[src/rtl/alu_op_sequencer_if.sv]
// Command and response handshake bundle between the host command source and alu_op_sequencer.
interface alu_op_sequencer_if;
  logic       cmd_valid;
  logic       cmd_ready;
  logic [2:0] cmd_sel;
  logic [2:0] cmd_a;
  logic [1:0] cmd_b;
  logic       rsp_valid;
  logic       rsp_ready;
  logic [7:0] rsp_data;
  logic       rsp_cout;
  logic [1:0] rsp_tag;

  modport master (
    output cmd_valid, cmd_sel, cmd_a, cmd_b, rsp_ready,
    input  cmd_ready, rsp_valid, rsp_data, rsp_cout, rsp_tag
  );

  modport slave (
    input  cmd_valid, cmd_sel, cmd_a, cmd_b, rsp_ready,
    output cmd_ready, rsp_valid, rsp_data, rsp_cout, rsp_tag
  );
endinterface

[src/rtl/alu_op_sequencer.sv]
// Buffers ALU commands in a small FIFO, drives the packed operand byte to the ALU one
// command at a time and returns the captured result with a wrapping issue tag.
//
// state   | meaning
// IDLE    | nothing in flight, waiting for a buffered command
// DRIVE   | alu_bus loaded, ALU settling
// CAPTURE | latch ALU result/carry into the response registers
// HOLD    | response presented, waiting for rsp_ready
module alu_op_sequencer #(
  parameter int DEPTH = 4
) (
  input  logic                clk,
  input  logic                rst_n,
  input  logic                ena,
  alu_op_sequencer_if.slave   bus,
  output logic [7:0]          alu_bus,
  input  logic [7:0]          alu_result,
  input  logic                alu_cout,
  output logic                busy,
  output logic [7:0]          op_count
);

  localparam int AW = $clog2(DEPTH);
  localparam logic [AW:0] PTR_ONE = {{AW{1'b0}}, 1'b1};

  typedef enum logic [1:0] {
    S_IDLE,
    S_DRIVE,
    S_CAPTURE,
    S_HOLD
  } state_t;

  state_t      state;
  state_t      state_nxt;

  logic [7:0]  fifo_mem [DEPTH];
  logic [AW:0] wr_ptr;
  logic [AW:0] rd_ptr;
  logic        fifo_empty;
  logic        fifo_full;
  logic        push;
  logic        pop;
  logic        capture;
  logic        rsp_done;

  logic [1:0]  issue_cnt;
  logic        rsp_valid_q;
  logic [7:0]  rsp_data_q;
  logic        rsp_cout_q;
  logic [1:0]  rsp_tag_q;

  // Same index with differing wrap bits means the writer is a full lap ahead.
  assign fifo_empty = (wr_ptr == rd_ptr);
  assign fifo_full  = (wr_ptr[AW] != rd_ptr[AW]) && (wr_ptr[AW-1:0] == rd_ptr[AW-1:0]);

  assign bus.cmd_ready = ena & ~fifo_full;
  assign push          = bus.cmd_valid & bus.cmd_ready;

  assign bus.rsp_valid = rsp_valid_q;
  assign bus.rsp_data  = rsp_data_q;
  assign bus.rsp_cout  = rsp_cout_q;
  assign bus.rsp_tag   = rsp_tag_q;

  assign busy = ~fifo_empty | (state != S_IDLE);

  always_ff @(posedge clk) begin
    if (push) begin
      fifo_mem[wr_ptr[AW-1:0]] <= {bus.cmd_sel, bus.cmd_a, bus.cmd_b};
    end
  end

  always_ff @(posedge clk or negedge rst_n) begin
    if (!rst_n) begin
      wr_ptr <= '0;
      rd_ptr <= '0;
    end else begin
      if (push) wr_ptr <= wr_ptr + PTR_ONE;
      if (pop)  rd_ptr <= rd_ptr + PTR_ONE;
    end
  end

  always_ff @(posedge clk or negedge rst_n) begin
    if (!rst_n) begin
      state <= S_IDLE;
    end else begin
      state <= state_nxt;
    end
  end

  // All transitions are gated by ena so a low enable freezes the sequencer in place.
  always_comb begin
    state_nxt = state;
    pop       = 1'b0;
    capture   = 1'b0;
    rsp_done  = 1'b0;
    if (ena) begin
      case (state)
        S_IDLE: begin
          if (!fifo_empty) begin
            pop       = 1'b1;
            state_nxt = S_DRIVE;
          end
        end
        S_DRIVE: begin
          state_nxt = S_CAPTURE;
        end
        S_CAPTURE: begin
          capture   = 1'b1;
          state_nxt = S_HOLD;
        end
        S_HOLD: begin
          if (bus.rsp_ready) begin
            rsp_done = 1'b1;
            if (!fifo_empty) begin
              pop       = 1'b1;
              state_nxt = S_DRIVE;
            end else begin
              state_nxt = S_IDLE;
            end
          end
        end
        default: begin
          state_nxt = S_IDLE;
        end
      endcase
    end
  end

  always_ff @(posedge clk or negedge rst_n) begin
    if (!rst_n) begin
      alu_bus     <= 8'h00;
      issue_cnt   <= 2'd0;
      rsp_valid_q <= 1'b0;
      rsp_data_q  <= 8'h00;
      rsp_cout_q  <= 1'b0;
      rsp_tag_q   <= 2'd0;
      op_count    <= 8'h00;
    end else begin
      if (pop) begin
        alu_bus <= fifo_mem[rd_ptr[AW-1:0]];
      end
      if (capture) begin
        rsp_data_q  <= alu_result;
        rsp_cout_q  <= alu_cout;
        rsp_tag_q   <= issue_cnt;
        issue_cnt   <= issue_cnt + 2'd1;
        rsp_valid_q <= 1'b1;
      end
      if (rsp_done) begin
        rsp_valid_q <= 1'b0;
        op_count    <= op_count + 8'd1;
      end
    end
  end

endmodule
[src/flat_wrapper.sv]
// flat-port wrapper written by rule: the top's interface ports become plain ports
module alu_op_sequencer_flat 
#(
  parameter int DEPTH = 4
)
  (clk, rst_n, ena, alu_bus, alu_result, alu_cout, busy, op_count, bus_cmd_valid, bus_cmd_sel, bus_cmd_a, bus_cmd_b, bus_rsp_ready, bus_cmd_ready, bus_rsp_valid, bus_rsp_data, bus_rsp_cout, bus_rsp_tag);
  alu_op_sequencer_if bus_i ();
  input  logic clk;
  input  logic rst_n;
  input  logic ena;
  output logic [7:0] alu_bus;
  input  logic [7:0] alu_result;
  input  logic alu_cout;
  output logic busy;
  output logic [7:0] op_count;
  input wire logic [$bits(bus_i.cmd_valid)-1:0] bus_cmd_valid;
  input wire logic [$bits(bus_i.cmd_sel)-1:0] bus_cmd_sel;
  input wire logic [$bits(bus_i.cmd_a)-1:0] bus_cmd_a;
  input wire logic [$bits(bus_i.cmd_b)-1:0] bus_cmd_b;
  input wire logic [$bits(bus_i.rsp_ready)-1:0] bus_rsp_ready;
  output wire logic [$bits(bus_i.cmd_ready)-1:0] bus_cmd_ready;
  output wire logic [$bits(bus_i.rsp_valid)-1:0] bus_rsp_valid;
  output wire logic [$bits(bus_i.rsp_data)-1:0] bus_rsp_data;
  output wire logic [$bits(bus_i.rsp_cout)-1:0] bus_rsp_cout;
  output wire logic [$bits(bus_i.rsp_tag)-1:0] bus_rsp_tag;
  assign bus_i.cmd_valid = bus_cmd_valid;
  assign bus_i.cmd_sel = bus_cmd_sel;
  assign bus_i.cmd_a = bus_cmd_a;
  assign bus_i.cmd_b = bus_cmd_b;
  assign bus_i.rsp_ready = bus_rsp_ready;
  assign bus_cmd_ready = bus_i.cmd_ready;
  assign bus_rsp_valid = bus_i.rsp_valid;
  assign bus_rsp_data = bus_i.rsp_data;
  assign bus_rsp_cout = bus_i.rsp_cout;
  assign bus_rsp_tag = bus_i.rsp_tag;
  alu_op_sequencer #(.DEPTH(DEPTH)) u_core (.clk(clk), .rst_n(rst_n), .ena(ena), .bus(bus_i), .alu_bus(alu_bus), .alu_result(alu_result), .alu_cout(alu_cout), .busy(busy), .op_count(op_count));
endmodule
[config.mk]
export PLATFORM = sky130hd
export DESIGN_NAME = alu_op_sequencer_flat
export DESIGN_NICKNAME = d
export VERILOG_FILES = /design/src/rtl/alu_op_sequencer_if.sv /design/src/rtl/alu_op_sequencer.sv /design/src/flat_wrapper.sv
export SDC_FILE = /design/constraint.sdc
export NUM_CORES = 1
export LEC_CHECK = 0
export ABC_AREA = 1
export BUFFER_PORTS_ARGS = -buffer_cell sky130_fd_sc_hd__buf_2
export CORE_ASPECT_RATIO = 1.2
export CORE_MARGIN = 8
export CORE_UTILIZATION = 46
export DETAILED_ROUTE_END_ITERATION = 10
export PLACE_DENSITY_LB_ADDON = 0.15
export SETUP_SLACK_MARGIN = 0.1
export SLEW_MARGIN = 20
export SYNTH_ARGS = -nofsm -noshare
export SYNTH_HDL_FRONTEND = slang
export SYNTH_SLANG_ARGS = --single-unit
[constraint.sdc]
create_clock -name clk -period 2.1 [get_ports clk]
set_clock_uncertainty 0.05 [all_clocks]
set_input_delay 0.21 -clock clk [delete_from_list [all_inputs] [get_ports clk]]
set_output_delay 0.21 -clock clk [all_outputs]
set_load 0.01 [all_outputs]
==> impl_metrics.yaml, run 1 <==
run_status:
  status: "complete, no violations"
cells_and_area:
  mostFrequentLayoutCell: "nand2_1"
  syn_to_final_growth_pct: 18.52
  fillers: 585
  layout_common_cells: "nand2_1 (76), buf_2 (51), dfrtp_1 (38)"
  antenna-diode-count: 0
  layout-drive-gt1-share_pct: 28.12
  final_area_um2: 3620
  stdcell_count: 430
  fin_nets: 371
clocking:
  cts_resized: 0
  clockBufferDepth: 2
  postCtsSetupRepairBufs: 0
  cts_root_buffer: "clkbuf_8"
  cts_made_buffers: 9
  htreeDepth: 3
  cts_tree: "yes"
  path_clk_slew_ps: 70
  ctsHoldBuffers: 1
  cts_num_sinks: 70
  clk_latency_ps: 340
global_route:
  grt_max_degree: 25
  grt_usage_pct: 13.67
  grt_antenna_before_repair: 0
  overflow: 0
  grt_pass1_vias: 2151
  grt_pass1_wl_um: 10340
place:
  placed_cell_area_um2: 3411
  gp_congestion: 0.8457
  port_buffers: 51
  hpwl_um: 4597
  dp.cells: 413
detailed_routing:
  drt-vias-per-instance: 4.842
  routedWlPerCell_um: 14.02
  ant_nets: 0
  drcViolationCount: 0
  vias: 2082
  drt-total-wl_um: 6028
  drt_pass1_iterations: 4
  drt_iter0_markers: 106
synthesis:
  yosys_register_bits: 70
  synth_nets: 308
  synth.yosys.seq_area_share_pct: 62.60
  synthMuxAreaShare_pct: 0.3687
  ys_types: 31
  synth.avg_cell_area_um2: 11.03
  synth_fa_ha_area_share_pct: 3.687
  syn_area_um2: 3054
  yosys.area_share.simple_pct: 19.75
  yosysWarnings: 0
  synth_top_family_by_area: "simple AND/OR/NAND/NOR gates"
  synthCells: 277
  synthXorXnorAreaFrac_pct: 2.868
  synth_compound_area_share_pct: 5.776
sta:
  relSlewSlack_pct: 64.35
  hold_viol: 0
  drv_slew: 0
  fin_crit_sh_pct: 86.19
  grt_setup_unrepaired: "no"
  tightest_slew_ps: 534.7
  finalSetupViolCount: 0
  fmax_mhz: 552.5
  tns_ps: 0
  period_minus_slack_ps: 1810
floorplan:
  rows: 32
  ios: 52
  start_util_pct: 47.38
  fp.coreArea_um2: 6446
  die_y_um: 105.3
  die_w_um: 90.39
  dieArea_um2: 9514
worst_setup_path:
  worstPathRequired_ps: 1840
  cp.arrival_ps: 1550
  start_kind: "flop"
  slowest_stage: "dfrtp_1"
  r2r_cells: 7
  crit_fanout: 11
  regToRegSetupSlack_ps: 360
  worst_r2r_endpoint: "u_core.fifo_mem[0][3]"
  path_cells: "nand2_1, nand2_4, nand4_2, nand2_1, inv_1, buf_2"
  crit_start: "u_core.rd_ptr[1]"
  setup.worst_path.end: "bus_cmd_ready"
  reg2reg_from: "u_core.rd_ptr[1]"
  crit_path_end_kind: "output port"
  critPathKind: "reg -> out"
  critPathMaxStageDelay_ps: 540
  critPathMostFrequentCell: "nand2_1"
power:
  ir_drop_mv: 0.6582
  power.leakage_uw: 0.001703
  p_per_area_nw_per_um2: 1342
worst_hold_path:
  hold_class: "in -> reg"
job:
  drv_cap: 0
[state kept, by name, indices dropped and copies added (netlist names), 2 cells and up]
| name | cells |
|---|---|
| u_core.wr_ptr | 3 |
| u_core.issue_cnt | 2 |
| u_core.rd_ptr | 3 |
| u_core.op_count | 8 |
| u_core.bus.rsp_tag | 2 |
| u_core.bus.rsp_data | 8 |
| u_core.state | 2 |
| u_core.alu_bus | 8 |
| u_core.fifo_mem | 32 |
[per-layer routing]
layer  up-vias  wire [um]  global-route usage (%)
met5         -          0                       0
met4         0         96                   7.271
met3        10        411                   4.755
met2        67       2749                   20.76
met1       964       2771                   16.81
li1       1041          -                       -
[power breakdown]
part	total, uW	internal (uW)	switching [uW]
Clock	1050	552	502
Combinational	1730	659	1070
Sequential	2070	1810	264
Total	4860	3020	1840
[per-stage QoR]
stage / setup WS [ps] / power (uW) / utilization [%] / hold WS, ps
2_1_floorplan: 365.5 / 3342 / - / -135.6
3_3_place_gp: 410.2 / 3834 / 52.91 / 173.4
3_5_place_dp: 373.0 / 3858 / 52.91 / 172.9
4_1_cts: 269.7 / 4913 / 56.15 / 5.469
5_1_grt: 145.0 / 5253 / 56.15 / 12.95
6_report: 290.0 / 4858 / 56.15 / 18.60
[synthesized netlist by cell type, drive strengths merged]
cell    count  share of area, %
nand2      82                11
dfrtp      38                31
edfxtp     32                31
nor2       29               3.8
inv        21               2.8
o21ai      21               3.6
ha          9               3.7
buf         8               2.1
o22ai       8               1.6
nand3       7               2.3
nand4       6               1.6
xnor2       5               1.4
xor2        5               1.4
a21oi       2              0.33
mux2        1              0.37
nor3        1              0.53
nor3b       1              0.41
o211ai      1              0.25
[worst max-delay path: cells and delay by family, from the launching register on]
| kind | cells | cell delay, ps |
|---|---|---|
| flip-flops | 1 | 540 |
| AND/OR/NAND/NOR | 4 | 510 |
| buffers and inverters | 2 | 170 |
[kinds of logic after synthesis]
family	after synthesis
flops	70
xor+xnor	10
compound gates	32
simple gates	126
mux	1
fa+ha+maj	9
buf+inv	29
[how the worst min path moves through the flow]
stage,slack [ps],cells after the start,endpoint,start
after floorplan,-140,0,u_core.alu_bus[0],rst_n
after global placement,170,1,u_core.op_count[7],rst_n
after detailed placement,170,1,u_core.op_count[7],rst_n
after CTS,5,3,u_core.bus.rsp_data[5],alu_result[5]
after global routing,10,3,u_core.bus.rsp_data[5],alu_result[5]
final,20,3,u_core.bus.rsp_data[5],alu_result[5]
[area by class of cell]
type	count	area, um2	share of cell area [%]
Sequential cell	70	1912	52.82
Multi-Input combinational cell	178	991.0	27.38
Tap cell	85	106.4	2.938
Clock buffer	9	123.9	3.422
Inverter	21	86.33	2.385
Timing Repair Buffer	60	325.3	8.987
Clock inverter	7	75.07	2.074
Note: power is estimated with default switching activity, not from simulation.
==> run 2: changes to the inputs <==
--- a/config.mk
+++ b/config.mk
@@ -7,4 +7,5 @@
 export LEC_CHECK = 0
 export ABC_AREA = 1
+export ABC_CLOCK_PERIOD_IN_PS = 2100
 export BUFFER_PORTS_ARGS = -buffer_cell sky130_fd_sc_hd__buf_2
 export CORE_ASPECT_RATIO = 1.2
==> constraint.sdc (replaced) <==
create_clock -name clk -period 2.1 [get_ports clk]
set_clock_uncertainty 0.05 [all_clocks]
set_input_delay 0.315 -clock clk [delete_from_list [all_inputs] [get_ports clk]]
set_output_delay 0.315 -clock clk [all_outputs]
set_load 0.01 [all_outputs]
==> impl_metrics.yaml, run 2 (same netlist as run 1, synthesis figures left out) <==
run_status:
  status: "complete, no violations"
sta:
  tns_ps: 0
  timing.hold.ws_ps: 118.4
  fin_crit_sh_pct: 89.31
  hold_viol: 0
  fmax_mhz: 533.2
  final.setup.worst_slack_ps: 224.6
  drv_slew: 0
  period_minus_slack_ps: 1875
  finalSetupViolCount: 0
  tightest_slew_ps: 481.8
  relSlewSlack_pct: 67.88
  grt_setup_unrepaired: "no"
worst_setup_path:
  critPathKind: "reg -> out"
  worstPathRequired_ps: 1740
  cp.arrival_ps: 1510
  r2r_cells: 7
  regToRegSetupSlack_ps: 360
  crit_path_end_kind: "output port"
  crit_fanout: 18
  crit_start: "u_core.rd_ptr[0]"
  reg2reg_from: "u_core.rd_ptr[0]"
  setup.worst_path.end: "bus_cmd_ready"
  start_kind: "flop"
  worst_r2r_endpoint: "u_core.fifo_mem[1][4]"
global_route:
  grt_max_degree: 39
  grt_usage_pct: 13.55
  overflow: 0
  grt_pass1_wl_um: 10160
  grt_pass1_vias: 2124
  grt_antenna_before_repair: 0
clocking:
  cts_num_sinks: 70
  cts_tree: "yes"
  cts_made_buffers: 9
  path_clk_slew_ps: 70
  clockBufferDepth: 2
  clk_latency_ps: 340
  htreeDepth: 3
  cts_root_buffer: "clkbuf_8"
detailed_routing:
  vias: 2064
  drt_iter0_markers: 93
  drt-vias-per-instance: 4.800
  drt-total-wl_um: 5968
  drt_pass1_iterations: 4
  ant_nets: 0
  routedWlPerCell_um: 13.88
  drcViolationCount: 0
cells_and_area:
  antenna-diode-count: 0
  fin_nets: 371
  largest_reg_flops: 32
  final_area_um2: 3623
  layout-drive-gt1-share_pct: 28.41
  syn_to_final_growth_pct: 18.64
  fillers: 593
  layout_common_cells: "nand2_1 (76), buf_2 (51), dfrtp_1 (37)"
  mostFrequentLayoutCell: "nand2_1"
  final_util_pct: 56.21
place:
  port_buffers: 51
  placed_cell_area_um2: 3403
  pre_cts_ws_ps: 386.7
  hpwl_um: 4464
  gp_congestion: 0.7838
power:
  power_frac_clock_pct: 21.7
  p_per_area_nw_per_um2: 1350
  power.leakage_uw: 0.001691
  p_switching_uw: 1851
  ir_drop_mv: 0.6371
  p_seq_share_pct: 42.2
  power_switching_share_pct: 37.84
  internal_power_uw: 3040
  combPwrFrac_pct: 36.1
worst_hold_path:
  hold_class: "in -> reg"
floorplan:
  ios: 52
  die_y_um: 105.3
  die_w_um: 90.39
  rows: 32
  start_util_pct: 47.38
  fp.coreArea_um2: 6446
  dieArea_um2: 9514
job:
  drv_cap: 0
-- run 2: critical path, stage by stage (launching register included) --
cell	delay (ps)
dfrtp_1	440
clkinv_4	140
nand2_2	80
nand2_4	80
nand4_2	160
nand2_1	110
inv_1	40
buf_2	130
-- run 2: power groups by stage --
| stage | combinational, uW | clock [uW] | sequential (uW) |
|---|---|---|---|
| floorplan | 1210 | 0 | 2130 |
| global placement | 1740 | 0 | 2090 |
| detailed placement | 1760 | 0 | 2100 |
| CTS | 1770 | 1100 | 2070 |
| global route | 2020 | 1160 | 2120 |
| finish | 1760 | 1060 | 2060 |
-- run 2: final cells by class --
type,instances,area (um2),area share [%]
sequential,70,1913,52.80
multi-input combinational,178,991.0,27.35
timing repair buffer,60,325.3,8.978
clock buffer,10,127.6,3.522
tap,85,106.4,2.935
inverter,21,88.84,2.452
clock inverter,6,71.32,1.968
-- run 2: per-stage QoR --
| stage | std cells | total power, uW |
|---|---|---|
| 2_1_floorplan | 277 | 3342 |
| 3_3_place_gp | 412 | 3838 |
| 3_5_place_dp | 412 | 3861 |
| 4_1_cts | 429 | 4946 |
| 5_1_grt | 430 | 5301 |
| 6_report | 430 | 4891 |
-- run 2: how the worst min path moves through the flow --
stage,end,cells past startpoint,slack [ps],startpoint
after CTS,u_core.bus.rsp_data[1],3,100,alu_result[1]
after global placement,u_core.op_count[6],2,350,rst_n
after detailed placement,u_core.op_count[6],2,350,rst_n
final,u_core.bus.rsp_cout,3,120,alu_cout
after global routing,u_core.bus.rsp_data[4],3,110,alu_result[4]
after floorplan,u_core.alu_bus[0],0,-30,rst_n
-- run 2: what timing repair did --
item                                    4_1_cts  5_1_grt
gates resized for setup                       0        3
hold endpoints to repair                     38        0
hold buffers                                  1        0
setup buffers                                 0        1
endpoints found under the setup margin        0        1
-- run 2: per-layer routing --
layer	up-vias	track usage, %	part of all wire [%]
li1	1041	-	-
met1	937	15.53	44
met2	67	20.65	46
met3	19	5.039	6.9
met4	0	9.535	3.3
met5	-	0	0
